$ cat config.mk
export PLATFORM = sky130hd
export DESIGN_NAME = ex_mem_stage
export DESIGN_NICKNAME = d
export VERILOG_FILES = /design/src/rtl/ex_mem_stage.sv
export SDC_FILE = /design/constraint.sdc
export NUM_CORES = 1
export LEC_CHECK = 0
export CAP_MARGIN = 0
export CELL_PAD_IN_SITES_DETAIL_PLACEMENT = 0
export CELL_PAD_IN_SITES_GLOBAL_PLACEMENT = 2
export CORE_ASPECT_RATIO = 2
export CORE_UTILIZATION = 23
export DETAILED_ROUTE_END_ITERATION = 10
export PLACE_DENSITY = 0.88
export SETUP_SLACK_MARGIN = 0.05
export SYNTH_ARGS = -nofsm -noshare
export SYNTH_HDL_FRONTEND = slang
export SYNTH_SLANG_ARGS = --single-unit
$ cat constraint.sdc
create_clock -name clk -period 3.9 [get_ports clk]
set_input_delay 0.78 -clock clk [delete_from_list [all_inputs] [get_ports clk]]
set_output_delay 0.78 -clock clk [all_outputs]
set_load 0.02 [all_outputs]
$ cat src/rtl/ex_mem_stage.sv
// ============================================================================
// Module   : ex_mem_stage
// Brief    : EX/MEM pipeline register with N/Z/V flag register, branch
//            resolution, fetch redirect and wrong-path squash.
// Revision : 1.0 - initial release
// ============================================================================
`default_nettype none

module ex_mem_stage #(
  parameter int         SQUASH_CYCLES = 2,
  parameter logic [3:0] BRANCH_OP     = 4'hC
) (
  input  logic        clk,
  input  logic        rst_n,
  input  logic        ex_valid,
  input  logic [15:0] ex_instr,
  input  logic [15:0] ex_alu_result,
  input  logic [15:0] ex_store_data,
  input  logic [2:0]  ex_flags,
  input  logic        ex_flag_en,
  input  logic [15:0] ex_target,
  input  logic        ex_mem_rd,
  input  logic        ex_mem_wr,
  input  logic        ex_reg_wr,
  input  logic [3:0]  ex_wr_reg,
  input  logic        mem_stall,
  output logic        ex_ready,
  output logic        mem_valid,
  output logic [15:0] mem_alu_result,
  output logic [15:0] mem_store_data,
  output logic        mem_mem_rd,
  output logic        mem_mem_wr,
  output logic        mem_reg_wr,
  output logic [3:0]  mem_wr_reg,
  output logic [2:0]  flags_q,
  output logic        redirect,
  output logic [15:0] redirect_pc
);

  localparam logic [2:0] c_CC_NE  = 3'd0;
  localparam logic [2:0] c_CC_EQ  = 3'd1;
  localparam logic [2:0] c_CC_GT  = 3'd2;
  localparam logic [2:0] c_CC_LT  = 3'd3;
  localparam logic [2:0] c_CC_GTE = 3'd4;
  localparam logic [2:0] c_CC_LTE = 3'd5;
  localparam logic [2:0] c_CC_OVF = 3'd6;
  localparam logic [1:0] c_SQUASH_LOAD = 2'(SQUASH_CYCLES);

  logic [1:0] r_squashCnt;
  logic       w_accept;
  logic       w_ev;
  logic       w_condMet;
  logic       w_taken;
  logic       w_n;
  logic       w_z;
  logic       w_v;

  assign ex_ready = ~mem_stall;
  assign w_accept = ~mem_stall;
  assign w_ev     = ex_valid & (r_squashCnt == 2'd0);
  assign {w_n, w_z, w_v} = flags_q;

  always_comb begin
    w_condMet = 1'b0;
    case (ex_instr[11:9])
      c_CC_NE:  w_condMet = ~w_z;
      c_CC_EQ:  w_condMet = w_z;
      c_CC_GT:  w_condMet = ~w_z & ~w_n;
      c_CC_LT:  w_condMet = w_n;
      c_CC_GTE: w_condMet = w_z | ~w_n;
      c_CC_LTE: w_condMet = w_n | w_z;
      c_CC_OVF: w_condMet = w_v;
      default:  w_condMet = 1'b1;
    endcase
  end

  assign w_taken = w_ev & (ex_instr[15:12] == BRANCH_OP) & w_condMet;

  always_ff @(posedge clk) begin
    if (!rst_n) begin
      r_squashCnt    <= 2'd0;
      mem_valid      <= 1'b0;
      mem_alu_result <= 16'h0000;
      mem_store_data <= 16'h0000;
      mem_mem_rd     <= 1'b0;
      mem_mem_wr     <= 1'b0;
      mem_reg_wr     <= 1'b0;
      mem_wr_reg     <= 4'h0;
      flags_q        <= 3'b000;
      redirect       <= 1'b0;
      redirect_pc    <= 16'h0000;
    end else begin
      redirect <= 1'b0;
      if (w_accept) begin
        mem_valid      <= w_ev;
        mem_alu_result <= ex_alu_result;
        mem_store_data <= ex_store_data;
        mem_wr_reg     <= ex_wr_reg;
        // A taken branch is kept valid in MEM but must not write anything
        mem_mem_rd     <= ex_mem_rd & w_ev & ~w_taken;
        mem_mem_wr     <= ex_mem_wr & w_ev & ~w_taken;
        mem_reg_wr     <= ex_reg_wr & w_ev & ~w_taken;
        if (w_ev && ex_flag_en) begin
          flags_q <= ex_flags;
        end
        if (w_taken) begin
          redirect    <= 1'b1;
          redirect_pc <= ex_target;
          r_squashCnt <= c_SQUASH_LOAD;
        end else if (r_squashCnt != 2'd0) begin
          r_squashCnt <= r_squashCnt - 2'd1;
        end
      end
    end
  end

endmodule

`default_nettype wire

After elaboration in Yosys (flattened, before gate mapping):

Cells that the tools add are included.

* muxes and demuxes: 4
* add/sub/neg operators: 1
* bitwise operators: 17
* reduce and logical (&&, ||, !) cells: 9
* equal/unequal tests: 7

Operators by type and width (count)
* bitwise AND 1 bit: 10
* equality test 3 bit (second input constant): 3
* one-hot mux 1 bit (7 select lines): 1
* equality test 3 x 2 -> 1 bit (second input constant): 2
* AND reduction 2 bit: 3
* NOT 1 bit: 5
* equality test 4 bit (second input constant): 1
* two-way mux 2 bit: 2
* nonzero test 2 bit: 2
* equality test 3 x 1 -> 1 bit (second input constant): 1
* logical NOT 3 bit: 1
* logical NOT 2 bit: 1
* OR 1 bit: 2
* OR reduction 2 bit: 1
* subtractor 2 x 1 -> 2 bit (second input constant): 1
* logical AND 1 bit: 1
* two-way mux 1 bit: 1

* flip-flop bits (word level): 62

Logic depth before layout (Yosys ltp):

* word-level depth: 6
* depth in mapped cells: 9
* mapped depth without buffers: 7

Worst setup path after synthesis:

OpenSTA, ideal clock, no wires.

* kind: input to output
* start: in mem_stall
* end: out ex_ready
* stages on the path: 2
* required time: 3120 ps
* setup slack: 2045 ps
* arrival: 1075 ps
* cells stage by stage: clkbuf_1 -> inv_1

* longest elaborated chain between the ends: 1

RTL lines
* start: declaration: line 26 `input logic mem_stall,`
* NOT 1 bit (no line)
* end: declaration: line 27 `output logic ex_ready,`

No other way between the ends.

Final worst setup path:

* start: in ex_valid
* end: reg redirect_pc[7]

* longest elaborated chain between the ends: 4

RTL lines
* start: declaration: line 15 `input logic ex_valid,`
* bitwise AND 1 bit: line 60 `assign w_ev = ex_valid & (r_squashCnt == 2'd0);`
* bitwise AND 1 bit (2 in a row): line 77 `assign w_taken = w_ev & (ex_instr[15:12] == BRANCH_OP) & w_condMet;`
* AND reduction 2 bit (no line)
* end signal: assignment: line 108 `redirect_pc <= ex_target;`
* end: declaration: line 37 `output logic [15:0] redirect_pc`

No other way between the ends.
A chain may end at the register's enable or synchronous reset.

==> flow_metrics.tcl <==
set metrics [dict create \
    status "completed" \
    fin_crit_ns 2.41 \
    nets 454 \
    synth_fp_nets 331 \
    start_kind "input port" \
    cp_max_fo 17 \
    cp.arrival_ns 2.62 \
    antenna_found_initial 0 \
    die_w_um 75.9 \
    clock_skew_ns 0.00258 \
    worstHoldStart "mem_mem_rd" \
    wire_per_inst_um 14.0 \
    gr-total-overflow 0 \
    grt_max_degree 64 \
    slowest_stage "nand3_1" \
    tightest_slew_ns 0.921 \
    clk_pin_slew_ns 0.05 \
    row_count 53 \
    clockRootBuffer "clkbuf_16" \
    grt_pass1_vias 2196 \
    synth-seq-area-share_pct 49.4 \
    synth_largest_type_area_fraction_pct 49.4 \
    cts_setup_buffers 0 \
    max_freq_mhz 415 \
    p_total_mw 1.67 \
    ys_top_cells_by_area "dfxtp_1 (49%), mux2i_1 (15%), nor2b_1 (9.5%)" \
    reg.largest.list "mem_alu_result: 16 flops, mem_store_data: 16 flops, redirect_pc: 16 flops" \
    ys_warn_count 0 \
    grt_usage_pct 12.8 \
    synth_async_sr_flop_share_pct 0 \
    synth_commonest_cells "dfxtp_1 (62), nor2b_1 (38), mux2i_1 (37), a21boi_1 (20), nand3_1 (20)" \
    ant_nets 0 \
    htree_levels 3 \
    powerDensity_nw_per_um2 402 \
    antenna_cells 0 \
    rsz0062_at_grt "false" \
    synth_ff_type "dfxtp_1" \
    setup_viol 0 \
    clock_path_buffers 2 \
    syn_area_um2 2510 \
    path_cells "clkdlybuf4s50_1 -> nand4_1 -> nor3_1 -> nand3_1 -> o21ai_0 -> a21boi_1" \
    synth_cells 251 \
    start_util_pct 23.8 \
    postCtsHoldBufs 0 \
    synth_edf_count 0 \
    slew_headroom_pct 38.6 \
    cap_violations 0 \
    cp.required_ns 4.11 \
    setup.worst_path.start "ex_valid" \
    utilization_pct 39.3 \
    clk_latency_ns 0.32 \
    chipHeight_um 150 \
    fin_setup_tns_ns 0 \
    vias 2255 \
    routed_wl_mm 7.20 \
    placed_cell_area_um2 3890 \
    cts_tree "done" \
    yosysMostFrequentCell "dfxtp_1" \
    synth_seq_cells 62 \
    core_um2 10500 \
    ios 140 \
    peakVddDrop_mv 0.201 \
    hp-class "register to register" \
    hold_viol 0 \
    fill_cells 1048 \
    final.period_utilization_pct 61.8 \
    max_stage_delay_ns 0.53 \
    syn_area_per_cell_um2 10.0 \
    drive_above_1_share_pct 4.79 \
    drc_errors 0 \
    slew_viol_final 0 \
    critPathCaptureType "register" \
    cts_resized 0 \
    dieArea_um2 11400 \
    io_buffers 130 \
    cts.sinks 62 \
    crit_type "input port to register" \
    final_area_um2 4150 \
    drtIter0Drc 54 \
    synth_top_area_cell "dfxtp_1" \
    area_growth_pct 65.1 \
    reg2reg_from "r_squashCnt[0]" \
    routed_via_density 4.40 \
    dpl.hpwl_mm 5.14 \
    drt_first_pass_iters 4 \
    place_congestion 0.704 \
    synth.distinct_cells 31 \
    p_leak_nw 1.57 \
    cts_buffers 9 \
    grt_pass1_wl_mm 11.1 \
]
==> metrics by stage <==
step	setup slack (ns)	instances	hold WS, ns
2_1_floorplan	2.05	251	0.438
3_3_place_gp	1.15	500	0.444
3_5_place_dp	1.13	500	0.450
4_1_cts	1.47	513	0.458
5_1_grt	1.28	513	0.479
6_report	1.49	513	0.455
==> critical path: cells and delay by family <==
family	cells	cell delay, ns
simple gates	3	0.90
buf+inv	1	0.47
compound gates	2	0.47
==> path summary, 6_finish.rpt <==
path,to,slack (ns),depth (start not counted)
max,redirect_pc[7],1.49,6
min,mem_mem_rd,0.45,2
max reg2reg,redirect_pc[7],1.85,7
min reg2reg,mem_mem_rd,0.45,2
==> area by class of cell <==
cell class / count / area [µm²] / area share, %
inverter: 3 / 11.3 / 0.271
sequential: 62 / 1240 / 29.9
clock inverter: 2 / 10.0 / 0.241
tap: 137 / 171 / 4.13
multi-input combinational: 166 / 1160 / 27.9
timing repair buffer: 132 / 1310 / 31.5
clock buffer: 11 / 253 / 6.09
==> per-layer routing <==
layer,wire length [µm],GRT usage [%],vias to the layer above,part of all wire [%]
li1,-,-,1108,-
met1,2690,12.9,1046,37
met2,3960,24.0,91,55
met3,365,2.62,10,5.1
met4,180,7.31,0,2.5
met5,0,0,-,0
==> cell families after synthesis <==
group	after synthesis	synth area share (%)
simple gates	78	17.5
buf+inv	23	4.58
fa+ha+maj	1	0.498
xor+xnor	1	0.349
flops	62	49.4
compound gates	49	12.9
mux	37	14.7
==> power breakdown <==
part           internal (mW)  switching (mW)
Clock                  0.450           0.261
Sequential             0.666          0.0154
Combinational          0.156           0.118
==> layout by cell type, fill, tap and decap left out, types with 2 or more instances in the layout <==
cell type and n:
clkdlybuf4s50_1 128, dfxtp_1 62, nor2b_1 38, mux2i_1 37
nand3_1 20, a21boi_1 20, o21ai_0 16, nand2_1 9
clkbuf_16 9, inv_1 3, and3_1 3, o211ai_1 3
nor3b_1 2, o21ai_1 2, nand2b_1 2, a21boi_0 2
clkbuf_8 2, clkinv_2 2, buf_2 2, buf_4 2
Power figures use the tool's default switching activity.
==> RTL edit 1, RTL diff (same settings) <==
Put one more register stage on the output `redirect`, cleared by the reset. The value now appears one clock later. The other outputs are not delayed to match.
--- a/src/rtl/ex_mem_stage.sv
+++ b/src/rtl/ex_mem_stage.sv
@@ -46,6 +46,8 @@
   localparam logic [2:0] c_CC_OVF = 3'd6;
   localparam logic [1:0] c_SQUASH_LOAD = 2'(SQUASH_CYCLES);
 
+  logic redirect_s0;
+
   logic [1:0] r_squashCnt;
   logic       w_accept;
   logic       w_ev;
@@ -87,10 +89,10 @@
       mem_reg_wr     <= 1'b0;
       mem_wr_reg     <= 4'h0;
       flags_q        <= 3'b000;
-      redirect       <= 1'b0;
+      redirect_s0    <= 1'b0;
       redirect_pc    <= 16'h0000;
     end else begin
-      redirect <= 1'b0;
+      redirect_s0 <= 1'b0;
       if (w_accept) begin
         mem_valid      <= w_ev;
         mem_alu_result <= ex_alu_result;
@@ -104,7 +106,7 @@
           flags_q <= ex_flags;
         end
         if (w_taken) begin
-          redirect    <= 1'b1;
+          redirect_s0 <= 1'b1;
           redirect_pc <= ex_target;
           r_squashCnt <= c_SQUASH_LOAD;
         end else if (r_squashCnt != 2'd0) begin
@@ -114,6 +116,14 @@
     end
   end
 
+  always_ff @(posedge clk) begin
+    if (!rst_n) begin
+      redirect <= '0;
+    end else begin
+      redirect <= redirect_s0;
+    end
+  end
+
 endmodule
 
 `default_nettype wire
Check against the original RTL: not equivalent (Yosys sat finds a counterexample within 4 cycles, from zero or initial values and one cycle with rst_n low).
==> RTL edit 1 against the unedited design <==
Hold slack worse by 0.020 ns; area after synthesis is 1.9% higher; clock skew is 0.0035 ns higher; sequential power is 1% higher; setup slack worse by 0.12 ns; cell area is 2.2% higher; total power is 7.2% higher; sequential cell count is 1 higher; register-to-register slack better by 0.02 ns; routed wire length is 3.4% higher; highest routed layer unchanged.
==> RTL edit 1: results (changes against the unedited design) <==
Parameter                              Value

Outcome
  Outcome ... finished, final reports clean

Worst setup path
  Critical Path Slowest Stage Cell ... a31oi_2
  CP Max Fanout ... 20 (+3)
  FF-to-FF setup slack ... 1.87 ns (+0.02 ns)
  Critical path data arrival time ... 2.79 ns (+0.17 ns)
  Crit-path max cell delay ... 0.72 ns (+0.19 ns)

Global route
  Gr usage total ... 13.3% (+0.57 points)
  Pin count of the biggest net entering global routing ... 65 (+1.6%)
  Via count of the first global-routing pass ... 2236 (+1.8%)

Place
  Placer Congestion ... 0.681 (-3.3%)
  Worst slack at placement ... 1.01 ns (-0.121 ns)
  HPWL after detailed placement ... 5.28 mm (+2.7%)
  Quantity of I/O buffers inserted on ports ... 130 (unchanged)

Synth
  Most frequent cells after synthesis ... 63 x dfxtp_1, 38 x nor2b_1, 37 x mux2i_1
  Share of the synthesized netlist area taken by xor and xnor gates ... 0.342% (-0.0066 points)
  Mux contribution to synthesized area ... 14.5% (-0.28 points)
  Main area contributors after synthesis ... dfxtp_1 49%, mux2i_1 14%, nor2b_1 9.3%, a21boi_1 5.6%, nand3_1 3.7%
  Sequential fraction of the synthesis area ... 49.2% (-0.16 points)

Power and ir drop
  VDD IR max ... 0.195 mV (-2.8%)
  Pleak ... 1.59 nW (+1.4%)

Final layout
  Total number of nets in the final design ... 455 (+0.22%)

Timing
  Max-Slew Margin vs Limit ... 35.9% (-2.8 points)
  Post-route setup slack ... 1.37 ns (-0.116 ns)
  Final setup skew ... 0.00604 ns (+0.00347 ns)

Detailed routing
  Post-detailed-route via-to-cell ratio ... 4.35 (-1.1%)
  Drt initial violations ... 79 (+46%)

Clock network
  Clock buffers created by TritonCTS ... 9 (unchanged)
==> RTL edit 1: cell type report <==
class | count | area, um2
Fill cell | 1097 | 6640
Clock inverter | 6 | 67.6
Clock buffer | 10 | 239
Sequential cell | 63 | 1260
Multi-Input combinational cell | 167 | 1190
Tap cell | 140 | 175
Timing Repair Buffer | 131 | 1300
Inverter | 3 | 11.3
==> RTL edit 1: power breakdown <==
part           internal, mW  total [mW]  leakage [nW]  switching [mW]
combinational         0.157       0.278         0.928           0.121
clock                 0.515       0.819         0.145           0.304
sequential            0.676       0.692         0.516          0.0159
total                  1.35        1.79          1.59           0.441
==> RTL edit 1: final timing paths <==
kind,startpoint,endpoint,cells after the start
min,redirect_s0$_SDFF_PP0_,redirect$_SDFF_PN0_,1
max,ex_instr[11],redirect_pc[11]$_SDFFE_PN0P_,6
max reg2reg,r_squashCnt[0]$_SDFFE_PN0P_,r_squashCnt[1]$_SDFFE_PN0P_,7
min reg2reg,redirect_s0$_SDFF_PP0_,redirect$_SDFF_PN0_,1
==> RTL edit 1: logic make-up (layout without fill, tap and decap cells) <==
group / count (synthesis) / after routing
AND/OR/NAND/NOR: 79 / 79
buffers and inverters: 23 / 150
adder cells (fa/ha/maj): 1 / 1
AO/OA/AOI/OAI: 49 / 49
flip-flops: 63 / 63
XOR/XNOR: 1 / 1
multiplexers: 37 / 37
==> RTL edit 1: per-stage QoR <==
stage,std cells,instance area [um2]
3_3_place_gp,504,3930
3_5_place_dp,504,3930
5_1_grt,520,4240
4_1_cts,520,4240
6_report,520,4240
2_1_floorplan,253,2560
==> RTL edit 1: routing by layer <==
layer  wire [um]  track usage [%]  vias up
li1            -                -     1115
met1        2610             12.5     1065
met2        4310             25.6       69
met3         295             2.83       12
met4         220             8.94        0
met5           0                0        -
==> RTL edit 2, RTL diff (same flow settings) <==
Made on the original files. Make the reset (`rst_n`) asynchronous in one clocked block.
--- a/src/rtl/ex_mem_stage.sv
+++ b/src/rtl/ex_mem_stage.sv
@@ -76,7 +76,7 @@
 
   assign w_taken = w_ev & (ex_instr[15:12] == BRANCH_OP) & w_condMet;
 
-  always_ff @(posedge clk) begin
+  always_ff @(posedge clk or negedge rst_n) begin
     if (!rst_n) begin
       r_squashCnt    <= 2'd0;
       mem_valid      <= 1'b0;
Check against the original RTL: differs if rst_n is asserted again (counterexample within 4 cycles, from zero or initial values and one cycle with rst_n low); with rst_n held inactive, the same outputs for 10 cycles.
==> RTL edit 2 against the unedited design <==
Sequential cell count unchanged; setup slack worse by 0.38 ns; register-to-register slack worse by 0.33 ns; cell area up 3.1%; area after synthesis down 0.25%; routed wire length down 7.0%; critical path type unchanged.
Power is not compared: it rests on default switching activity, and its combinational part moved more than twofold at a synthesized area within 25%.
==> RTL edit 2: results (changes against the unedited design) <==
Parameter                              Value

Outcome
  Outcome ... finished, final reports clean

Place
  Placed Cells ... 422 (-16%)
  HPWL after detailed placement ... 5.09 mm (-0.83%)
  Placer Congestion ... 0.694 (-1.4%)

Final layout
  Fraction of layout cells with a size suffix above 1 ... 26.7% (+22 points)
  Total number of nets in the final design ... 376 (-17%)
  Layout-stage area growth over the synthesis result ... 70.7%

Synth
  Share of Yosys cell area claimed by the top area cell type ... 61.9% (+13 points)
  Cells after Synth ... 158 (-37%)
  Main area contributors after synthesis ... dfrtp_1 62%, mux2_2 21%, mux2_4 4.8%, a32o_1 1.2%, nor4_4 0.85%
  Primary flip-flop cell chosen by synthesis mapping ... dfrtp_1
  Post-synth ARST share ... 100% (+100 points)
  Sequential fraction of the synthesis area ... 61.9% (+13 points)

Detailed routing
  Total detailed-routing wirelength ... 6.69 mm (-7.0%)
  Post-detailed-route via-to-cell ratio ... 4.24 (-3.4%)
  Drt initial violations ... 34 (-37%)
  Routed len/inst ... 15.3 um (+9.1%)

Worst setup path
  Critical path data arrival time ... 3.00 ns (+0.38 ns)
  CP Max Fanout ... 13 (-4)

Timing
  Final setup skew ... 0.00450 ns (+0.00192 ns)
  Pin slew with the least headroom to its limit ... 0.997 ns (+0.0765 ns)

Worst hold path
  Worst hold path stage count ... 1 (-1)

Global route
  Pin count of the biggest net entering global routing ... 45 (-30%)
  Wire length of the first global-routing pass ... 10.3 mm (-6.7%)
  Gr usage total ... 12.9% (+0.15 points)
RTL edit 2: changes by cell type after synthesis, sizes merged, moves of 3 or more:
cell    delta
dfrtp     +62
dfxtp     -62
mux2      +55
nor2b     -38
mux2i     -37
a21boi    -22
nand3     -19
o21ai     -18
clkbuf    -10
buf        -4
nand2      -4
a32o       +3
o211ai     -3
RTL edit 2: cell type report:
type                    instances  share of cell area [%]
clock buffers                  11                    5.91
repair buffers                133                    30.7
inverters                       3                   0.263
well taps                     137                    4.01
clock inverters                 4                    1.64
multi-input cells              87                    21.2
flip-flops and latches         62                    36.3
RTL edit 2: per-layer routing:
layer / routed length, um / up-vias / global-route usage (%)
met5: 0 / - / 0
met4: 166 / 0 / 6.67
met3: 402 / 11 / 4.18
met2: 3820 / 77 / 23.3
met1: 2300 / 913 / 12.3
li1: - / 854 / -
RTL edit 2: report_power, final:
group / internal [mW] / leakage, nW / total, mW / switching, mW
sequential: 0.741 / 0.770 / 0.802 / 0.0611
clock: 0.588 / 0.161 / 0.858 / 0.270
combinational: 0.317 / 0.860 / 0.572 / 0.255
RTL edit 2: cell families (layout without fill, tap and decap cells):
logic type      Yosys count  in the layout  synth area share [%]
fa+ha+maj                 1              1                 0.499
xor+xnor                  1              1                 0.350
flops                    62             62                  61.9
mux                      55             55                  25.9
buf+inv                   9            151                  1.85
compound gates            9              9                  3.59
simple gates             21             21                  5.89
RTL edit 2: worst paths after layout:
path	to	start	slack [ns]
worst max-delay path	redirect_pc[10]$_DFFE_PN0P_	ex_instr[10]	1.11
worst min-delay path	mem_valid$_DFFE_PN0N_	mem_valid$_DFFE_PN0N_	0.49
worst max register to register	redirect_pc[10]$_DFFE_PN0P_	r_squashCnt[1]$_DFFE_PN0P_	1.52
worst min register to register	mem_valid$_DFFE_PN0N_	mem_valid$_DFFE_PN0N_	0.49
max in group asynchronous	mem_alu_result[2]$_DFFE_PN0N_	rst_n	2.43
min in group asynchronous	redirect_pc[12]$_DFFE_PN0P_	rst_n	0.63
RTL edit 2: stage by stage:
step,util [%],hold WS [ns],setup slack [ns],cell area (um2),power (mW)
after floorplan,-,0.484,1.61,2510,1.09
after global placement,37.5,0.466,0.786,3960,1.38
after detailed placement,37.5,0.472,0.717,3960,1.39
after CTS,40.6,0.487,1.06,4280,2.27
after global routing,40.6,0.501,0.986,4280,2.34
final,40.6,0.486,1.11,4280,2.23
RTL edit 2: critical path, stage by stage:
cell	delay [ns]
clkdlybuf4s50_1	0.52
nand2b_1	0.22
and4b_1	0.24
nor4_4	0.54
buf_4	0.35
mux2_2	0.36
